**src/rtl/la_bridge_if.sv**
```systemverilog
// Valid/ready array-access port between la_bridge (master) and the array test logic (slave).
interface la_bridge_if #(
    parameter int BITS   = 32,
    parameter int ADDR_W = 10
);
    logic              req_valid;
    logic              req_ready;
    logic              req_we;
    logic [ADDR_W-1:0] req_addr;
    logic [BITS-1:0]   req_wdata;
    logic              rsp_valid;
    logic [BITS-1:0]   rsp_rdata;

    modport master (
        output req_valid, req_we, req_addr, req_wdata,
        input  req_ready, rsp_valid, rsp_rdata
    );

    modport slave (
        input  req_valid, req_we, req_addr, req_wdata,
        output req_ready, rsp_valid, rsp_rdata
    );
endinterface

```
**src/rtl/la_bridge.sv**
```systemverilog
// Logic-analyzer command responder: one toggle-requested read/write per command,
// executed on the array port, with ack toggle, busy, error, count and read data returned.
module la_bridge #(
    parameter int BITS    = 32,
    parameter int ADDR_W  = 10,
    parameter int TIMEOUT = 255
) (
    input  logic               clk,
    input  logic               reset,
    input  logic [127:0]       la_data_in,
    output logic [127:0]       la_data_out,
    input  logic [127:0]       la_oen,
    la_bridge_if.master        arr
);

    localparam logic [1:0]  IDLE     = 2'd0;
    localparam logic [1:0]  REQ      = 2'd1;
    localparam logic [1:0]  WAIT_RSP = 2'd2;
    localparam logic [15:0] TMO_LOAD = 16'(TIMEOUT);

    logic [1:0]        state_r;
    logic              busy_r;
    logic              req_valid_r;
    logic              ack_r;
    logic              err_r;
    logic [15:0]       cnt_r;
    logic [15:0]       tmo_r;
    logic [BITS-1:0]   rdata_r;
    logic              we_r;
    logic [ADDR_W-1:0] addr_r;
    logic [BITS-1:0]   wdata_r;
    logic              pending_s;
    logic [127:0]      out_s;
    logic              unused_s;

    // A command is pending only while management drives the toggle bit.
    assign pending_s = (la_data_in[127] != ack_r) && !la_oen[127];
    assign unused_s  = ^{la_data_in, la_oen};

    // Command FSM; every field that leaves the block is a register.
    always_ff @(posedge clk) begin
        if (reset) begin
            state_r     <= IDLE;
            busy_r      <= 1'b0;
            req_valid_r <= 1'b0;
            ack_r       <= 1'b0;
            err_r       <= 1'b0;
            cnt_r       <= 16'd0;
            tmo_r       <= 16'd0;
            rdata_r     <= '0;
            we_r        <= 1'b0;
            addr_r      <= '0;
            wdata_r     <= '0;
        end else begin
            case (state_r)
                IDLE: begin
                    if (pending_s) begin
                        we_r        <= la_data_in[126];
                        addr_r      <= la_data_in[96 +: ADDR_W];
                        wdata_r     <= la_data_in[0 +: BITS];
                        err_r       <= 1'b0;
                        tmo_r       <= TMO_LOAD;
                        state_r     <= REQ;
                        busy_r      <= 1'b1;
                        req_valid_r <= 1'b1;
                    end
                end
                REQ: begin
                    tmo_r <= tmo_r - 16'd1;
                    if (req_valid_r && arr.req_ready) begin
                        req_valid_r <= 1'b0;
                        if (we_r) begin
                            state_r <= IDLE;
                            busy_r  <= 1'b0;
                            ack_r   <= ~ack_r;
                            cnt_r   <= cnt_r + 16'd1;
                        end else begin
                            state_r <= WAIT_RSP;
                        end
                    end else if (tmo_r <= 16'd1) begin
                        req_valid_r <= 1'b0;
                        err_r       <= 1'b1;
                        rdata_r     <= '0;
                        state_r     <= IDLE;
                        busy_r      <= 1'b0;
                        ack_r       <= ~ack_r;
                        cnt_r       <= cnt_r + 16'd1;
                    end
                end
                WAIT_RSP: begin
                    tmo_r <= tmo_r - 16'd1;
                    if (arr.rsp_valid) begin
                        rdata_r <= arr.rsp_rdata;
                        state_r <= IDLE;
                        busy_r  <= 1'b0;
                        ack_r   <= ~ack_r;
                        cnt_r   <= cnt_r + 16'd1;
                    end else if (tmo_r <= 16'd1) begin
                        err_r   <= 1'b1;
                        rdata_r <= '0;
                        state_r <= IDLE;
                        busy_r  <= 1'b0;
                        ack_r   <= ~ack_r;
                        cnt_r   <= cnt_r + 16'd1;
                    end
                end
                default: begin
                    state_r     <= IDLE;
                    busy_r      <= 1'b0;
                    req_valid_r <= 1'b0;
                end
            endcase
        end
    end

    // Response word: unused bits stay zero, read data is zero-extended.
    always_comb begin
        out_s              = 128'd0;
        out_s[127]         = ack_r;
        out_s[126]         = busy_r;
        out_s[125]         = err_r;
        out_s[96 +: 16]    = cnt_r;
        out_s[0 +: BITS]   = rdata_r;
    end

    assign la_data_out   = out_s;
    assign arr.req_valid = req_valid_r;
    assign arr.req_we    = we_r;
    assign arr.req_addr  = addr_r;
    assign arr.req_wdata = wdata_r;

endmodule

```
**src/flat_wrapper.sv**
```systemverilog
// flat-port wrapper written by rule: the top's interface ports become plain ports
module la_bridge_flat 
#(
    parameter int BITS    = 32,
    parameter int ADDR_W  = 10,
    parameter int TIMEOUT = 255
)
  (clk, reset, la_data_in, la_data_out, la_oen, arr_req_valid, arr_req_we, arr_req_addr, arr_req_wdata, arr_req_ready, arr_rsp_valid, arr_rsp_rdata);
  la_bridge_if #(.BITS(BITS), .ADDR_W(ADDR_W)) arr_i ();
  input  logic clk;
  input  logic reset;
  input  logic [127:0] la_data_in;
  output logic [127:0] la_data_out;
  input  logic [127:0] la_oen;
  output wire logic [$bits(arr_i.req_valid)-1:0] arr_req_valid;
  output wire logic [$bits(arr_i.req_we)-1:0] arr_req_we;
  output wire logic [$bits(arr_i.req_addr)-1:0] arr_req_addr;
  output wire logic [$bits(arr_i.req_wdata)-1:0] arr_req_wdata;
  input wire logic [$bits(arr_i.req_ready)-1:0] arr_req_ready;
  input wire logic [$bits(arr_i.rsp_valid)-1:0] arr_rsp_valid;
  input wire logic [$bits(arr_i.rsp_rdata)-1:0] arr_rsp_rdata;
  assign arr_req_valid = arr_i.req_valid;
  assign arr_req_we = arr_i.req_we;
  assign arr_req_addr = arr_i.req_addr;
  assign arr_req_wdata = arr_i.req_wdata;
  assign arr_i.req_ready = arr_req_ready;
  assign arr_i.rsp_valid = arr_rsp_valid;
  assign arr_i.rsp_rdata = arr_rsp_rdata;
  la_bridge #(.BITS(BITS), .ADDR_W(ADDR_W), .TIMEOUT(TIMEOUT)) u_core (.clk(clk), .reset(reset), .la_data_in(la_data_in), .la_data_out(la_data_out), .la_oen(la_oen), .arr(arr_i));
endmodule
```
**config.mk**
```make
export PLATFORM = sky130hd
export DESIGN_NAME = la_bridge_flat
export DESIGN_NICKNAME = d
export VERILOG_FILES = /design/src/rtl/la_bridge_if.sv /design/src/rtl/la_bridge.sv /design/src/flat_wrapper.sv
export SDC_FILE = /design/constraint.sdc
export NUM_CORES = 1
export LEC_CHECK = 0
export BUFFER_PORTS_ARGS = -buffer_cell sky130_fd_sc_hd__buf_2
export CAP_MARGIN = 20
export CORE_AREA = 3 3 181 183
export CTS_CLUSTER_DIAMETER = 80
export DETAILED_ROUTE_END_ITERATION = 6
export DIE_AREA = 0 0 184 186
export PLACE_DENSITY_LB_ADDON = 0.3
export SETUP_SLACK_MARGIN = 0.4
export SLEW_MARGIN = 30
export SYNTH_ARGS = -nofsm -noshare
export SYNTH_HDL_FRONTEND = slang
export SYNTH_SLANG_ARGS = --single-unit
```
**constraint.sdc**
```tcl
create_clock -name clk -period 3.55 [get_ports clk]
set_input_delay 0.5325 -clock clk [delete_from_list [all_inputs] [get_ports clk]]
set_output_delay 0.5325 -clock clk [all_outputs]
set_load 0.005 [all_outputs]
```
# Word-level counts from Yosys, hierarchy flattened
# Cells that the tools add are included.
totals:
  input_bits: 292
  word_cells: 75
  out_inout_bits: 172
  latchBits: 0
  reg_bits: 113
  memories: 0
  rom_bits: 0
  ram_bits: 0
classes:
  div_mod_pow: 0
  n_eq_ne: 8
  bitwise_logic: 2
  magnitude_cmp: 1
  n_reduce_logical: 15
  shift: 0
  mul: 0
  add_sub_neg: 2
  mux: 36
op_table:
  columns: ["operator", "n"]
  rows:
  - ["$mux W32", 3]
  - ["$mux W16", 5]
  - ["$pmux W16 S2", 2]
  - ["$pmux W32 S2", 1]
  - ["$add A16 B1 Y16 const B", 1]
  - ["$le A16 B1 Y1 const B", 1]
  - ["$sub A16 B1 Y16 const B", 1]
  - ["$mux W1", 15]
  - ["$mux W2", 5]
  - ["$reduce_and A2 Y1", 5]
  - ["$pmux W1 S3", 3]
  - ["$pmux W2 S3", 1]
  - ["$ne A2 B2 Y1 const B", 2]
  - ["$reduce_and A4 Y1", 1]
  - ["$reduce_bool A2 Y1", 2]
  - ["$ne A3 B1 Y1 const B", 1]
  - ["$ne A3 B2 Y1 const B", 1]
  - ["$reduce_and A3 Y1", 1]
  - ["$reduce_bool A3 Y1", 1]
  - ["$eq A2 B1 Y1 const B", 1]
  - ["$eq A2 B2 Y1 const B", 1]
  - ["$logic_and A1 B1 Y1", 2]
  - ["$logic_not A2 Y1", 1]
  - ["$ne A2 B1 Y1 const B", 1]
  - ["other kinds (5)", 6]

# Depth between registers and ports, before layout
depth:
  word_depth: 4
  ltp_mapped: 9
  mapped_depth_nobuf: 7

# Worst setup path before layout
# OpenSTA, ideal clock, no wires.
synth_timing:
  path_type: "flip-flop to flip-flop"
  start: "reg u_core.tmo_r[4]"
  end: "reg u_core.cnt_r[13]"
  arrival_time_ns: 2.464
  t_required_ns: 3.480
  synth_period_minus_slack_ns: 2.534
  setup_ns: 0.070
  stages_incl_launch_ff: 8
  n_path_buf: 2
  slack_ns: 1.016
  path_cell_list: "dfxtp_1 > or4_4 > or4b_1 > buf_2 > o211a_4 > buf_6 > or4_1 > a21oi_1"
synth_via:
  elab_chain_cells: 4
  word_cells_on_any_way: 5
  classes_between: "order compare: 1; mux: 4"
synth_lines:
  columns: ["element", "line_no", "rtl"]
  rows:
  - ["from (decl)", "la_bridge.sv:27", "logic [15:0] tmo_r;"]
  - ["from (signal assigned)", "la_bridge.sv:69", "tmo_r <= tmo_r - 16'd1;"]
  - ["from (signal assigned)", "la_bridge.sv:91", "tmo_r <= tmo_r - 16'd1;"]
  - ["$le A16 B1 Y1 *", "la_bridge.sv:80, la_bridge.sv:98", null]
  - ["$mux W16 *", null, null]
  - ["$mux W16 (on tied branches)", null, null]
  - ["$pmux W16 S2 *", null, null]
  - ["to (signal assigned)", "la_bridge.sv:87", "cnt_r <= cnt_r + 16'd1;"]
  - ["to (signal assigned)", "la_bridge.sv:97", "cnt_r <= cnt_r + 16'd1;"]
  - ["to (signal assigned)", "la_bridge.sv:104", "cnt_r <= cnt_r + 16'd1;"]
  - ["to (decl)", "la_bridge.sv:26", "logic [15:0] cnt_r;"]
# Mark *: on every way between the ends. The rest lies on a longest branch, timed or not.
# A chain may end at the register's enable or synchronous reset.

# Final worst setup path
layout_timing:
  start: "reg u_core.tmo_r[4]"
  end: "reg u_core.rdata_r[31]"
layout_via:
  elab_chain_cells: 4
  word_cells_on_any_way: 5
  classes_between: "order compare: 1; mux: 4"
layout_lines:
  columns: ["element", "line_no", "rtl"]
  rows:
  - ["$le A16 B1 Y1 *", "la_bridge.sv:80, la_bridge.sv:98", null]
  - ["$mux W32 *", null, null]
  - ["$mux W32 (on tied branches)", null, null]
  - ["$pmux W32 S2 *", null, null]
  - ["to (signal assigned)", "la_bridge.sv:93", "rdata_r <= arr.rsp_rdata;"]
  - ["to (decl)", "la_bridge.sv:28", "logic [BITS-1:0] rdata_r;"]
# Mark *: on every way between the ends. The rest lies on a longest branch, timed or not. The select of a mux whose other input is x is not followed.

==> results.py <==
metrics = {
    "status": {
        "status": "completed",
    },
    "drt": {
        "via_per_inst": 3.786,
        "wl_per_cell_um": 12.59,
        "finalWirelength_mm": 14.67,
        "ant_nets": 0,
        "drt_first_pass_iters": 4,
        "vias": 4411,
        "drt-initial-drc-count": 141,
        "drc": 0,
    },
    "global_routing": {
        "grt_pass1_vias": 4100,
        "grt_pass1_wl_mm": 22.09,
        "grt_max_degree": 44,
        "overflow": 0,
        "track_usage_pct": 8.316,
        "antenna_found_initial": 1,
    },
    "setup_path": {
        "crit_chain": "or4_4 > or4b_1 > o21ai_0 > a31oi_4 > buf_16 > a22o_1",
        "r2r_cells": 6,
        "cp.arrival_ns": 3.15,
        "path_class": "flip-flop to flip-flop",
        "crit_end": "u_core.rdata_r[31]",
        "path_delay_family": "simple AND/OR/NAND/NOR gates",
        "r2r_end": "u_core.rdata_r[31]",
        "setup.worst_path.start": "u_core.tmo_r[4]",
        "critPathRequiredTime_ns": 3.86,
        "cp_slowest_cell": "or4b_1",
        "cp-start-kind": "flip-flop",
        "max_stage_delay_ns": 0.63,
        "worst-path-stages": 6,
        "critPathBufInv": 1,
        "cp_max_fo": 18,
        "endpoint_kind": "flip-flop",
        "r2r_start": "u_core.tmo_r[4]",
        "r2r_setup_slack_ns": 0.71,
    },
    "die": {
        "start_util_pct": 16.09,
        "dieArea_um2": 34220,
        "fp.dieH_um": 186,
        "io-pin-count": 464,
        "core_um2": 31390,
        "dieWidth_um": 184,
        "rows": 65,
    },
    "timing": {
        "rsz0062_at_grt": "false",
        "final-setup-viol-count": 0,
        "max_freq_mhz": 352.4,
        "min_period_over_period_pct": 79.93,
        "slew_headroom_pct": 44.14,
        "tightest_slew_ns": 0.8379,
        "final_hold_viol_count": 0,
        "finalMaxSlewViolations": 0,
        "setup_tns_ns": 0,
        "final.min_clock_period_ns": 2.838,
        "clock_skew_ns": 0.008448,
    },
    "synthesis": {
        "synth-async-reset-ratio_pct": 0,
        "ys_seq_elements": 113,
        "yosys.area.top_type": "dfxtp_1",
        "avgSynthCellArea_um2": 8.649,
        "synthCells": 584,
        "synthFlopType": "dfxtp_1",
        "synth_top_area_share_pct": 44.79,
        "synth.yosys.seq_area_share_pct": 44.79,
        "synth_edf_count": 0,
        "ys_types": 44,
        "synthTopCellsByArea": "dfxtp_1, buf_4, nand2_1, a21oi_1, a22o_1",
        "yosysWarnings": 0,
        "synth.cell_area_um2": 5051,
    },
    "layout": {
        "fin_nets": 1049,
        "stdcell_count": 1165,
        "layout_common_cells": "buf_2, dfxtp_1, nand2_1",
        "diodes": 0,
        "post-route-util_pct": 21.33,
        "layout-drive-gt1-share_pct": 29.62,
        "final_area_um2": 6695,
        "area_growth_pct": 32.55,
        "final_common_cell": "buf_2",
    },
    "place": {
        "port_buffers": 175,
        "dp_hpwl_mm": 10.38,
        "place_area_um2": 6072,
        "gp_congestion": 0.7285,
        "dpl.cell_count": 1133,
    },
    "pwr": {
        "powerDensity_nw_per_um2": 565.8,
        "p_leak_uw": 0.002970,
        "p_clk_share_pct": 47.6,
        "swShare_pct": 27.89,
        "irDropWorstVdd_mv": 0.3309,
        "p_int_uw": 2732,
        "switchingPower_uw": 1056,
        "pwr-share-comb_pct": 15.2,
        "pwr-share-seq_pct": 37.3,
    },
    "clock_tree": {
        "htreeDepth": 4,
        "cts-resized-gates": 0,
        "clockRootBuffer": "clkbuf_16",
        "cts_num_sinks": 113,
        "cts_tree": "built",
        "post-cts-setup-buffers": 0,
        "clk_path_buf_depth": 2,
        "cts_made_buffers": 17,
        "path_clk_slew_ns": 0.06,
        "clkLatencyLatePin_ns": 0.42,
        "ctsHoldBuffers": 0,
    },
    "min_path": {
        "hold_class": "input port to flip-flop",
    },
    "job": {
        "drv_cap": 0,
    },
}
## cell type report
type | count | area [µm²]
clock inverter | 12 | 156.4
fill | 3482 | 24700
timing repair buffer | 180 | 933.4
sequential | 113 | 2262
multi-input combinational | 427 | 2332
tap | 402 | 503.0
clock buffer | 20 | 466.7
inverter | 11 | 41.29
## power by group through the flow
stage          clock network (µW)  logic [µW]  registers (µW)
2_1_floorplan                   0         443            1430
4_1_cts                      1860         582            1410
6_report                     1800         574            1410
3_5_place_dp                    0         578            1440
5_1_grt                      1920         660            1420
3_3_place_gp                    0         570            1430
## metrics by stage
step / setup slack, ns / hold WS [ns] / total power, µW
finish: 0.7124 / 0.3237 / 3788
global route: 0.6037 / 0.3047 / 4008
CTS: 0.7019 / 0.3022 / 3856
detailed placement: 0.7107 / 0.4440 / 2015
global placement: 0.6647 / 0.4395 / 2005
floorplan: 1.016 / 0.4527 / 1872
## metal layers
metal  GRT usage [%]  part of all wire (%)  up-vias
met2           13.62                    49      145
met5               0                 0.068        -
li1                -                     -     2202
met3           3.752                   8.1       15
met4           3.175                   1.3        2
met1           9.553                    41     2047
## synth_stat cells, drive strengths merged (2+ instances only)
master / number
dfxtp: 113
nor2b: 2
a22o: 32
nand2b: 7
or3: 9
a21oi: 67
ha: 7
nand3: 10
or4: 13
and3: 7
xor2: 2
a31oi: 3
nor3: 12
nand2: 103
mux2i: 4
nor2: 18
o21a: 2
o21ai: 12
xnor2: 8
a311oi: 7
clkbuf: 24
o31ai: 7
inv: 11
buf: 84
nand4: 3
nor4: 5
## cell families after synthesis
kind of cell | share of synthesized area (%)
buf+inv | 15.21
mux | 1.016
flops | 44.79
simple gates | 17.93
compound gates | 17.51
other cells | 0.07424
fa+ha+maj | 1.734
xor+xnor | 1.734
## worst min-delay path by stage
stage	startpoint	slack, ns	endpoint	cells past startpoint
finish	arr_rsp_rdata[24]	0.32	u_core.rdata_r[24]	2
global route	arr_rsp_rdata[2]	0.30	u_core.rdata_r[2]	2
CTS	arr_rsp_rdata[23]	0.30	u_core.rdata_r[23]	2
detailed placement	u_core.arr.req_wdata[20]	0.44	u_core.arr.req_wdata[20]	2
global placement	u_core.arr.req_wdata[23]	0.44	u_core.arr.req_wdata[23]	2
floorplan	u_core.arr.req_addr[0]	0.45	u_core.arr.req_addr[0]	2
## registers in the layout, indices dropped and copies added (netlist names)
signal	cells
u_core.arr.req_addr	10
u_core.cnt_r	16
u_core.rdata_r	32
u_core.busy_r	1
u_core.tmo_r	16
u_core.ack_r	1
u_core.arr.req_wdata	32
u_core.arr.req_we	1
u_core.state_r	2
u_core.err_r	1
u_core.arr.req_valid	1
## worst register-to-register path: cells and delay by family, from the launching register on
| kind | cells | cell delay (ns) |
|---|---|---|
| flip-flops | 1 | 0.36 |
| AO/OA/AOI/OAI | 3 | 0.87 |
| AND/OR/NAND/NOR | 2 | 1.22 |
| buffers and inverters | 1 | 0.28 |
Note: power is estimated with default switching activity, not from simulation.
